## src/rtl/sys_array_collector.sv

```systemverilog
// Collects the skewed per-column output stream of a systolic array into a
// square result matrix and presents it on a valid/ready output register.
`timescale 1ns/1ps

module sys_array_collector #(
    parameter int DATA_WIDTH = 8,
    parameter int ARRAY_W    = 4
) (
    input  logic                                                  clk,
    input  logic                                                  reset,
    input  logic                                                  start,
    input  logic [0:ARRAY_W-1][2*DATA_WIDTH-1:0]                  in_data,
    output logic                                                  out_valid,
    input  logic                                                  out_ready,
    output logic [0:ARRAY_W-1][0:ARRAY_W-1][2*DATA_WIDTH-1:0]     out_data,
    output logic                                                  busy,
    output logic                                                  drop_err
);

    localparam int RW = 2 * DATA_WIDTH;
    localparam int KW = $clog2(2 * ARRAY_W);
    localparam logic [KW-1:0] K_ONE  = KW'(1);
    localparam logic [KW-1:0] K_LAST = KW'(2 * ARRAY_W - 1);

    typedef enum logic [1:0] {
        ST_IDLE,
        ST_CAPTURE,
        ST_HOLD
    } state_t;

    typedef logic [0:ARRAY_W-1][0:ARRAY_W-1][RW-1:0] matrix_t;

    state_t          state_q;
    logic [KW-1:0]   k_q;
    matrix_t         bank_q;
    matrix_t         bank_d;
    matrix_t         out_data_q;
    logic            out_valid_q;
    logic            busy_q;
    logic            drop_err_q;
    logic            handshake;

    assign handshake = out_valid_q && out_ready;

    // In capture cycle k, column c carries row k-1-c; every other column is skew padding.
    always_comb begin
        // NOTE: full default first so no path leaves bank_d unassigned (no latch).
        bank_d = bank_q;
        if (state_q == ST_CAPTURE) begin
            for (int r = 0; r < ARRAY_W; r++) begin
                for (int c = 0; c < ARRAY_W; c++) begin
                    if (r + c + 1 == int'(k_q)) begin
                        bank_d[r][c] = in_data[c];
                    end
                end
            end
        end
    end

    always_ff @(posedge clk) begin
        if (reset) begin
            state_q     <= ST_IDLE;
            k_q         <= '0;
            // NOTE: the bank is cleared on reset so no stale partial result survives it.
            bank_q      <= '0;
            out_data_q  <= '0;
            out_valid_q <= 1'b0;
            busy_q      <= 1'b0;
            drop_err_q  <= 1'b0;
        end else begin
            drop_err_q <= 1'b0;
            bank_q     <= bank_d;
            if (handshake) begin
                out_valid_q <= 1'b0;
            end

            case (state_q)
                ST_IDLE: begin
                    if (start) begin
                        state_q <= ST_CAPTURE;
                        k_q     <= K_ONE;
                        busy_q  <= 1'b1;
                    end
                end

                ST_CAPTURE: begin
                    if (start) begin
                        drop_err_q <= 1'b1;
                    end
                    if (k_q == K_LAST) begin
                        // Hand over directly when the output register is free this cycle.
                        if (!out_valid_q || out_ready) begin
                            out_data_q  <= bank_d;
                            out_valid_q <= 1'b1;
                            state_q     <= ST_IDLE;
                            k_q         <= '0;
                            busy_q      <= 1'b0;
                        end else begin
                            state_q <= ST_HOLD;
                        end
                    end else begin
                        k_q <= k_q + K_ONE;
                    end
                end

                ST_HOLD: begin
                    if (start) begin
                        drop_err_q <= 1'b1;
                    end
                    if (handshake) begin
                        out_data_q  <= bank_q;
                        out_valid_q <= 1'b1;
                        state_q     <= ST_IDLE;
                        k_q         <= '0;
                        busy_q      <= 1'b0;
                    end
                end

                default: begin
                    state_q <= ST_IDLE;
                    k_q     <= '0;
                    busy_q  <= 1'b0;
                end
            endcase
        end
    end

    assign out_data  = out_data_q;
    assign out_valid = out_valid_q;
    assign busy      = busy_q;
    assign drop_err  = drop_err_q;

endmodule

```

## config.mk

```make
export PLATFORM = sky130hd
export DESIGN_NAME = sys_array_collector
export DESIGN_NICKNAME = d
export VERILOG_FILES = /design/src/rtl/sys_array_collector.sv
export SDC_FILE = /design/constraint.sdc
export NUM_CORES = 1
export LEC_CHECK = 0
export CELL_PAD_IN_SITES_DETAIL_PLACEMENT = 1
export CELL_PAD_IN_SITES_GLOBAL_PLACEMENT = 1
export CORE_ASPECT_RATIO = 0.8
export CORE_MARGIN = 1
export CORE_UTILIZATION = 40
export DETAILED_ROUTE_END_ITERATION = 7
export PLACE_DENSITY = 0.87
export SLEW_MARGIN = 10
export SYNTH_ARGS = -nofsm -noshare
export SYNTH_HDL_FRONTEND = slang
export SYNTH_SLANG_ARGS = --single-unit
```

## constraint.sdc

```tcl
create_clock -name clk -period 2.55 [get_ports clk]
set_clock_uncertainty 0.05 [all_clocks]
set_input_delay 0.3825 -clock clk [delete_from_list [all_inputs] [get_ports clk]]
set_output_delay 0.3825 -clock clk [all_outputs]
set_load 0.005 [all_outputs]
```

# Word-level counts from Yosys, hierarchy flattened
# Index checks and enable logic that the tools add are counted.
[totals] register_bits=520 inputBits=68 output_inout_bits=259 wordCells=107
[classes] add_sub_neg=1 eq_ne=15 mux=42 n_bitwise=1 reduce_logical=11
[op_table] operator="$mux 256" n=4
[op_table] operator="$pmux 256 s2" n=1
[op_table] operator="$mux 16" n=16
[op_table] operator="$eq 3x3->1 const A" n=4
[op_table] operator="$mux 3" n=4
[op_table] operator="$mux 1" n=9
[op_table] operator="$pmux 3 s3" n=1
[op_table] operator="$mux 2" n=4
[op_table] operator="$reduce_and 4->1" n=2
[op_table] operator="$eq 2x3->1 const A" n=2
[op_table] operator="$pmux 2 s3" n=1
[op_table] operator="$reduce_and 3->1" n=2
[op_table] operator="$ne 2x1->1 const B" n=2
[op_table] operator="$ne 2x2->1 const B" n=2
[op_table] operator="$reduce_or 2->1" n=2
[op_table] operator="$add 3x1->3 const B" n=1
[op_table] operator="$eq 1x3->1 const A" n=1
[op_table] operator="$eq 3x3->1 const B" n=1
[op_table] operator="$ne 3x2->1 const B" n=1
[op_table] operator="$pmux 1 s3" n=1
[op_table] operator="$eq 2x1->1 const B" n=1
[op_table] operator="$eq 2x2->1 const B" n=1
[op_table] operator="$logic_not 2->1" n=1
[op_table] operator="$pmux 1 s2" n=1
[op_table] operator="5 further kinds" n=5

# Longest topological paths before layout
# Gate-level depths: netlist (run 1).
[logic_depth] ltp_word=6 mapped_depth=9 mapped_depth_nobuf=6

# Least setup slack after synthesis (run 1)
# OpenSTA, ideal clock, no wires.
[synth_timing] kind="register -> register" from="reg k_q[0]" to="reg out_data_q (netlist bit out_data[10])" setup_time_ns=0.137 arrival_ns=2.075 required_ns=2.363 slack_ns=0.288 path_stages_with_launch=10 n_path_buf=3 period_less_slack_ns=2.262 cell_sequence="dfxtp_1 -> ha_1 -> ha_1 -> and2_1 -> clkbuf_1 -> nand2b_1 -> clkbuf_1 -> buf_2 -> mux2i_1 -> a211oi_1"
[synth_via] elab_chain_len=6
[synth_lines] element="from (decl)" line_no="34" text="logic [KW-1:0] k_q;"
[synth_lines] element="from (signal assigned)" line_no="102" text="k_q <= k_q + K_ONE;"
[synth_lines] element="$eq 1x3->1" line_no="52" text="if (r + c + 1 == int'(k_q)) begin"
[synth_lines] element="$mux 16" line_no="52"
[synth_lines] element="$mux 256" line_no="49" text="if (state_q == ST_CAPTURE) begin"
[synth_lines] element="$mux 256" line_no="92" text="if (!out_valid_q || out_ready) begin"
[synth_lines] element="$mux 256" line_no="90" text="if (k_q == K_LAST) begin"
[synth_lines] element="$pmux 256 s2" line_no="77" text="case (state_q)"
[synth_lines] element="to (signal assigned)" line_no="93" text="out_data_q <= bank_d;"
[synth_lines] element="to (signal assigned)" line_no="111" text="out_data_q <= bank_q;"
[synth_lines] element="to (decl)" line_no="37" text="matrix_t out_data_q;"
# Parallel ways exist; a longest one is shown, timed or not. The select of a mux whose other input is x is not followed.
# A chain may end at the register's enable or synchronous reset.

# Worst setup path in the final report (run 1)
[layout_timing] from="reg k_q[0]" to="reg out_data_q (netlist bit out_data[232])"
[layout_via] elab_chain_len=6
[layout_lines] element="$eq 3x3->1" line_no="52"
[layout_lines] element="$mux 16" line_no="52"
[layout_lines] element="$mux 256" line_no="49"
[layout_lines] element="$mux 256" line_no="92"
[layout_lines] element="$mux 256" line_no="90"
[layout_lines] element="$pmux 256 s2" line_no="77"
# Parallel ways exist; a longest one is shown, timed or not. The select of a mux whose other input is x is not followed.

==> run summary, run 1 <==
Final hold violation count - 0
Placement Rows - 74
Most common cell after layout, fill and taps aside - nand2_1
Post-Synthesis Cell Area - 0.0209 mm^2
Crit path DAT - 2920 ps
Main combinational cell family by area after synthesis - simple AND/OR/NAND/NOR gates
CP required - 3010 ps
Hpwl dp - 50400 um
Htree depth - 2
Final WL - 78800 um
DRT iter0 DRCs - 1621
Setup Viol. Count Final - 0
Layout area overhead - 26.9%
Fin Setup TNS - 0 ps
Longest Clk Path Bufs - 3
Post-synthesis simple-gate area fraction - 0.218
Vias - 20500
Max_cap viols - 0
Clock tree from TritonCTS - built
Largest net degree at the start of global routing - 98
Placed cells - 3414
Root Driver - clkbuf_16
Clock Latency Late Sink - 620 ps
Seq/Total Area, Yosys - 0.497
Post-DR wirelength/cell - 22.4 um
CP startpoint kind - flip-flop
Synth cell types - 31
Min Tclk post-route - 2450 ps
Remaining DRCs - 0
Remaining global-route overflow - 0
Cts bufs inserted - 52
Starting Density - 0.407
Leading cell types in the layout, fill and taps excluded - 711 x nand2_1, 520 x dfxtp_1, 325 x clkdlybuf4s50_1, 262 x a21oi_1, 257 x nor2_1
Hold Crit Class - in -> reg
Mux share of post-synthesis cell area - 0.0311
Num ports - 327
PwrDens - 749 mW/mm^2
Total Routing Usage GR - 0.285
Adder-cell share of the synthesized area - 0.00658
Syn Inst Count - 2631
Pre-CTS WS - 8.69 ps
Outcome - completed
Share of layout cells above drive strength 1 - 0.0657
CP max-delay cell - dfxtp_1
Critical path type - reg -> reg
Worst-margin pin slew - 793 ps
Vias per cell - 5.82
IO buf count - 326
Compound-Gate Fraction of Synth Area - 0.182
Vias in the first global route - 21300
Warnings, synthesis - 0
Cts hold-fix bufs - 0
Post-synthesis async set-or-reset flop share - 0
Achievable Freq - 407 MHz
Final Worst Setup Slack - 95.6 ps
Crit-path max FO - 18
CTS sink count - 520
Final period util - 0.963
Buf/Inv on CP - 3
Maximum VDD drop - 0.000541 V
Initial antenna violation count - 0
Post-synth EDFFs - 0
Die Wd - 258 um
Most common flop cell mapped by yosys - dfxtp_1
Full die area - 0.0532 mm^2
Die Span Y - 207 um
Clock slew at reported path FFs - 70 ps
Critical Path End Type - flip-flop
Cell family with most CP delay - buffers and inverters
Total power - 0.0199 W
Global-route wire length before repair - 120000 um
Synth Register Bits - 520
Max-slew headroom - 0.472
Fin nets - 2868
Core Region - 0.0514 mm^2
Leakage - 8.73 nW
Final std cells w/o fill - 3515
Crit path largest cell delay - 430 ps
Global placer's final weighted congestion - 0.813
Router iterations before antenna repair - 6
Mapped Nets - 2710
Worst path cell trace - ha_2 > ha_1 > nor2b_1 > a2111oi_4 > buf_6 > buf_12 > buf_4 > nor2_1 > a311oi_2
Slew Viols, Final - 0
Synthesized area per cell - 7.96 um^2
Antenna Violating Nets Remaining - 0
XOR/XNOR Fraction of Synth Area - 0
[cells by family (layout without fill, tap and decap cells)]
family          count (synthesis)  in the layout
flops                         520            520
compound gates                576            576
buf+inv                       314            513
simple gates                 1145           1145
mux                            65             65
fa+ha+maj                      11             11
other cells                     0              1
[through the flow]
stage / hold slack, ps / instance area (um^2) / util
finish: 238 / 26600 / 0.517
floorplan: 383 / 20900 / -
global placement: 388 / 24700 / 0.480
detailed placement: 396 / 24700 / 0.480
global route: 266 / 26600 / 0.517
CTS: 238 / 26400 / 0.515
[final timing paths]
| check | slack, ps | end | start | cells past startpoint |
|---|---|---|---|---|
| worst max-delay path | 100 | out_data[232] | k_q[0] | 9 |
| worst min-delay path | 240 | bank_q[250] | reset | 2 |
| worst max register to register | 100 | out_data[232] | k_q[0] | 9 |
| worst min register to register | 400 | bank_q[191] | bank_q[191] | 2 |
[cells in the mapped netlist, drive strengths merged (2+ instances only)]
cell type,n,area (um^2)
nand2,713,2680
buf,71,450
a21oi,262,1310
nand3,148,741
a211oi,65,488
ha,11,138
o21ai,48,240
dfxtp,520,10400
nor2b,3,18.8
a31oi,3,18.8
nand3b,2,15.0
nor3,3,15.0
and3b,2,17.5
nor2,258,968
nand2b,3,18.8
and2,5,31.3
a311oi,193,1690
mux2i,65,651
and3,5,31.3
clkbuf,234,878
inv,9,33.8
[state kept, by name, summed over array words and instances (netlist names)]
name	cells
k_q	3
bank_q	256
drop_err	1
state_q	2
out_valid	1
out_data	256
busy	1
[per-layer routing]
metal,vias to the layer above,share of wire,track usage
li1,9276,-,-
met1,10300,0.42,0.353
met2,716,0.48,0.482
met3,201,0.061,0.0485
met4,0,0.040,0.137
met5,-,0,0
[final cells by class]
cell class,count,area (um^2)
antenna,1,2.50
multi-input combinational,1797,9240
clock inverter,14,165
inverter,9,33.8
timing repair buffer,409,4260
fill,6005,24800
sequential,520,10400
clock buffer,81,1590
tap,684,856
[what timing repair did]
| item | 4_1_cts | 5_1_grt |
|---|---|---|
| cloned | 0 | 1 |
| setup buffers | 0 | 4 |
| pin swaps | 0 | 1 |
| resized for setup | 1 | 11 |
| setup endpoints to repair | 1 | 122 |
[power breakdown]
group / internal (W) / switching, W
Clock: 0.00459 / 0.00338
Sequential: 0.00861 / 0.000388
Combinational: 0.00141 / 0.00151
Total: 0.0146 / 0.00529
[worst register-to-register path, cell delays in order (launching register included)]
cell	delay [ps]
dfxtp_1	430
ha_2	260
ha_1	210
nor2b_1	120
a2111oi_4	290
buf_6	210
buf_12	160
buf_4	250
nor2_1	100
a311oi_2	290
Note: power is estimated with default switching activity, not from simulation.
==> run 2: changes to the inputs <==
- SKIP_LAST_GASP: not set -> 1
==> results of run 2 <==
The final DEF is identical to that of run 1; final timing and power are the same.
==> run 3: changes to the inputs <==
- CORE_MARGIN: 1 -> 8
==> run summary, run 3 (synthesized netlist as in run 1, its figures left out) <==
Max_cap viols - 0 (unchanged)
Antenna Violating Nets Remaining - 0 (unchanged)
Core Region - 0.0521 mm^2 (+1.4%)
Remaining global-route overflow - 0 (unchanged)
IO buf count - 326 (unchanged)
WL met3 - 5130 um (+7.1%)
Critical path type - reg -> reg
Cts bufs inserted - 52 (unchanged)
Clock Latency Late Sink - 620 ps (about the same)
Min Tclk post-route - 2430 ps (-24.3 ps)
Fin Setup TNS - 0 ps (unchanged)
Cts hold-fix bufs - 0 (unchanged)
Maximum VDD drop - 0.000515 V (-4.8%)
Crit path largest cell delay - 420 ps (about the same)
CP max-delay cell - dfxtp_1
Placement Rows - 75 (+1.4%)
Clock tree from TritonCTS - built
Layout area overhead - 27.0% (about the same)
Outcome - completed
Router iterations before antenna repair - 5 (-1)
Final Cell Area - 0.0266 mm^2 (about the same)
Fin nets - 2870 (+0.070%)
Clock slew at reported path FFs - 70 ps (about the same)
Setup Viol. Count Final - 0 (unchanged)
Crit. path cell count - 9 (unchanged)
End of the worst hold path - state_q[1]
Global-route wire length before repair - 123000 um (+2.7%)
Antenna fix cells - 0 (-1)
Final Worst Setup Slack - 120 ps (+24.3 ps)
Vias per cell - 5.81 (-0.27%)
Hold slack final - 251 ps (+13.0 ps)
Global placer's final weighted congestion - 0.819 (+0.70%)
Cell mode on critical path - buf_12
Final hold violation count - 0 (unchanged)
Pre-CTS WS - -106 ps (-115 ps)
Vias - 20500 (+0.044%)
HP Start - reset
Leading cell types in the layout, fill and taps excluded - 711 x nand2_1, 520 x dfxtp_1, 325 x clkdlybuf4s50_1, 262 x a21oi_1, 257 x nor2_1
Die Wd - 272 um (+5.4%)
Hpwl dp - 52500 um (+4.2%)
Total Routing Usage GR - 0.255 (-0.0294)
Final Util - 0.510 (-0.00663)
Met2 routed WL - 39900 um (+5.3%)
Share of layout cells above drive strength 1 - 0.0688 (+0.00311)
Crit-path max FO - 40 (+22)
CTS sink count - 520 (unchanged)
Achievable Freq - 412 MHz (+1.0%)
Root Driver - clkbuf_16
Top layer in use - met4
Worst reg-to-reg path cell count - 9 (unchanged)
Buf/Inv on CP - 3 (unchanged)
Cell family with most CP delay - buffers and inverters
Crit Reg-Reg Startpoint - k_q[0]
Critical Path End Type - flip-flop
Hold Crit Class - in -> reg
Reg-to-reg endpoint - out_data[200]
PwrDens - 749 mW/mm^2 (about the same)
Full die area - 0.0599 mm^2 (+13%)
CP required - 3000 ps (about the same)
Num ports - 327 (unchanged)
Max-slew headroom - 0.488 (+0.0168)
Cell depth of the worst min-delay path - 2 (unchanged)
Initial antenna violation count - 0 (unchanged)
Longest Clk Path Bufs - 3 (unchanged)
Vias in the first global route - 21800 (+2.5%)
Worst path cell trace - ha_2 > ha_1 > nor2b_1 > a2111oi_4 > buf_4 > buf_12 > buf_12 > nor2_1 > a311oi_2
Htree depth - 2 (unchanged)
CP startpoint kind - flip-flop
Die Span Y - 221 um (+6.8%)
Leakage - 8.74 nW (+0.13%)
RSZ-0062 raised after global routing - true
Register-to-register setup slack - 120 ps (+20 ps)
Worst-margin pin slew - 766 ps (-27.0 ps)
Post-DR wirelength/cell - 22.9 um (+2.3%)
Starting Density - 0.402 (-0.00543)
Crit path DAT - 2880 ps (-40 ps)
Remaining DRCs - 0 (unchanged)
Most common cell after layout, fill and taps aside - nand2_1
DRT iter0 DRCs - 1818 (+12%)
Final period util - 0.953 (-0.00953)
Final WL - 80800 um (+2.6%)
Post-place instance area - 0.0247 mm^2 (about the same)
M1 WL - 32600 um (-0.87%)
Largest net degree at the start of global routing - 90 (-8.2%)
Slew Viols, Final - 0 (unchanged)
-- run 3: what timing repair did --
action | 4_1_cts | 5_1_grt
setup buffers | 2 | 0
setup endpoints to repair | 1 | 90
pin swaps | 1 | 0
cloned | 1 | 2
resized for setup | 0 | 9
-- run 3: routing by layer --
| metal | GRT usage | up-vias |
|---|---|---|
| li1 | - | 9284 |
| met1 | 0.306 | 10300 |
| met2 | 0.442 | 750 |
| met3 | 0.0479 | 196 |
| met4 | 0.121 | 0 |
| met5 | 0 | - |
-- run 3: per-stage QoR --
stage	cells	total power [W]
finish	3526	0.0199
CTS	3524	0.0200
detailed placement	3425	0.0120
global route	3526	0.0206
global placement	3425	0.0119
floorplan	2631	0.0103
-- run 3: area by class of cell --
class	instances	area, um^2
Timing Repair Buffer	411	4260
Tap cell	693	867
Inverter	9	33.8
Multi-Input combinational cell	1797	9240
Clock inverter	23	239
Clock buffer	73	1530
Fill cell	6081	25500
Sequential cell	520	10400
-- run 3: how the worst max path moves through the flow --
stage,end,start
after global routing,out_data[220],k_q[0]
after CTS,out_data[135],state_q[1]
after global placement,out_data[187],out_ready
final,out_data[200],k_q[0]
after detailed placement,out_data[40],out_ready
after floorplan,out_data[10],k_q[0]
-- run 3: where the power goes --
group	switching, W	internal, W	leakage (nW)
Combinational	0.00152	0.00143	3.65
Clock	0.00343	0.00452	0.869
Sequential	0.000403	0.00861	4.22
Total	0.00535	0.0146	8.74
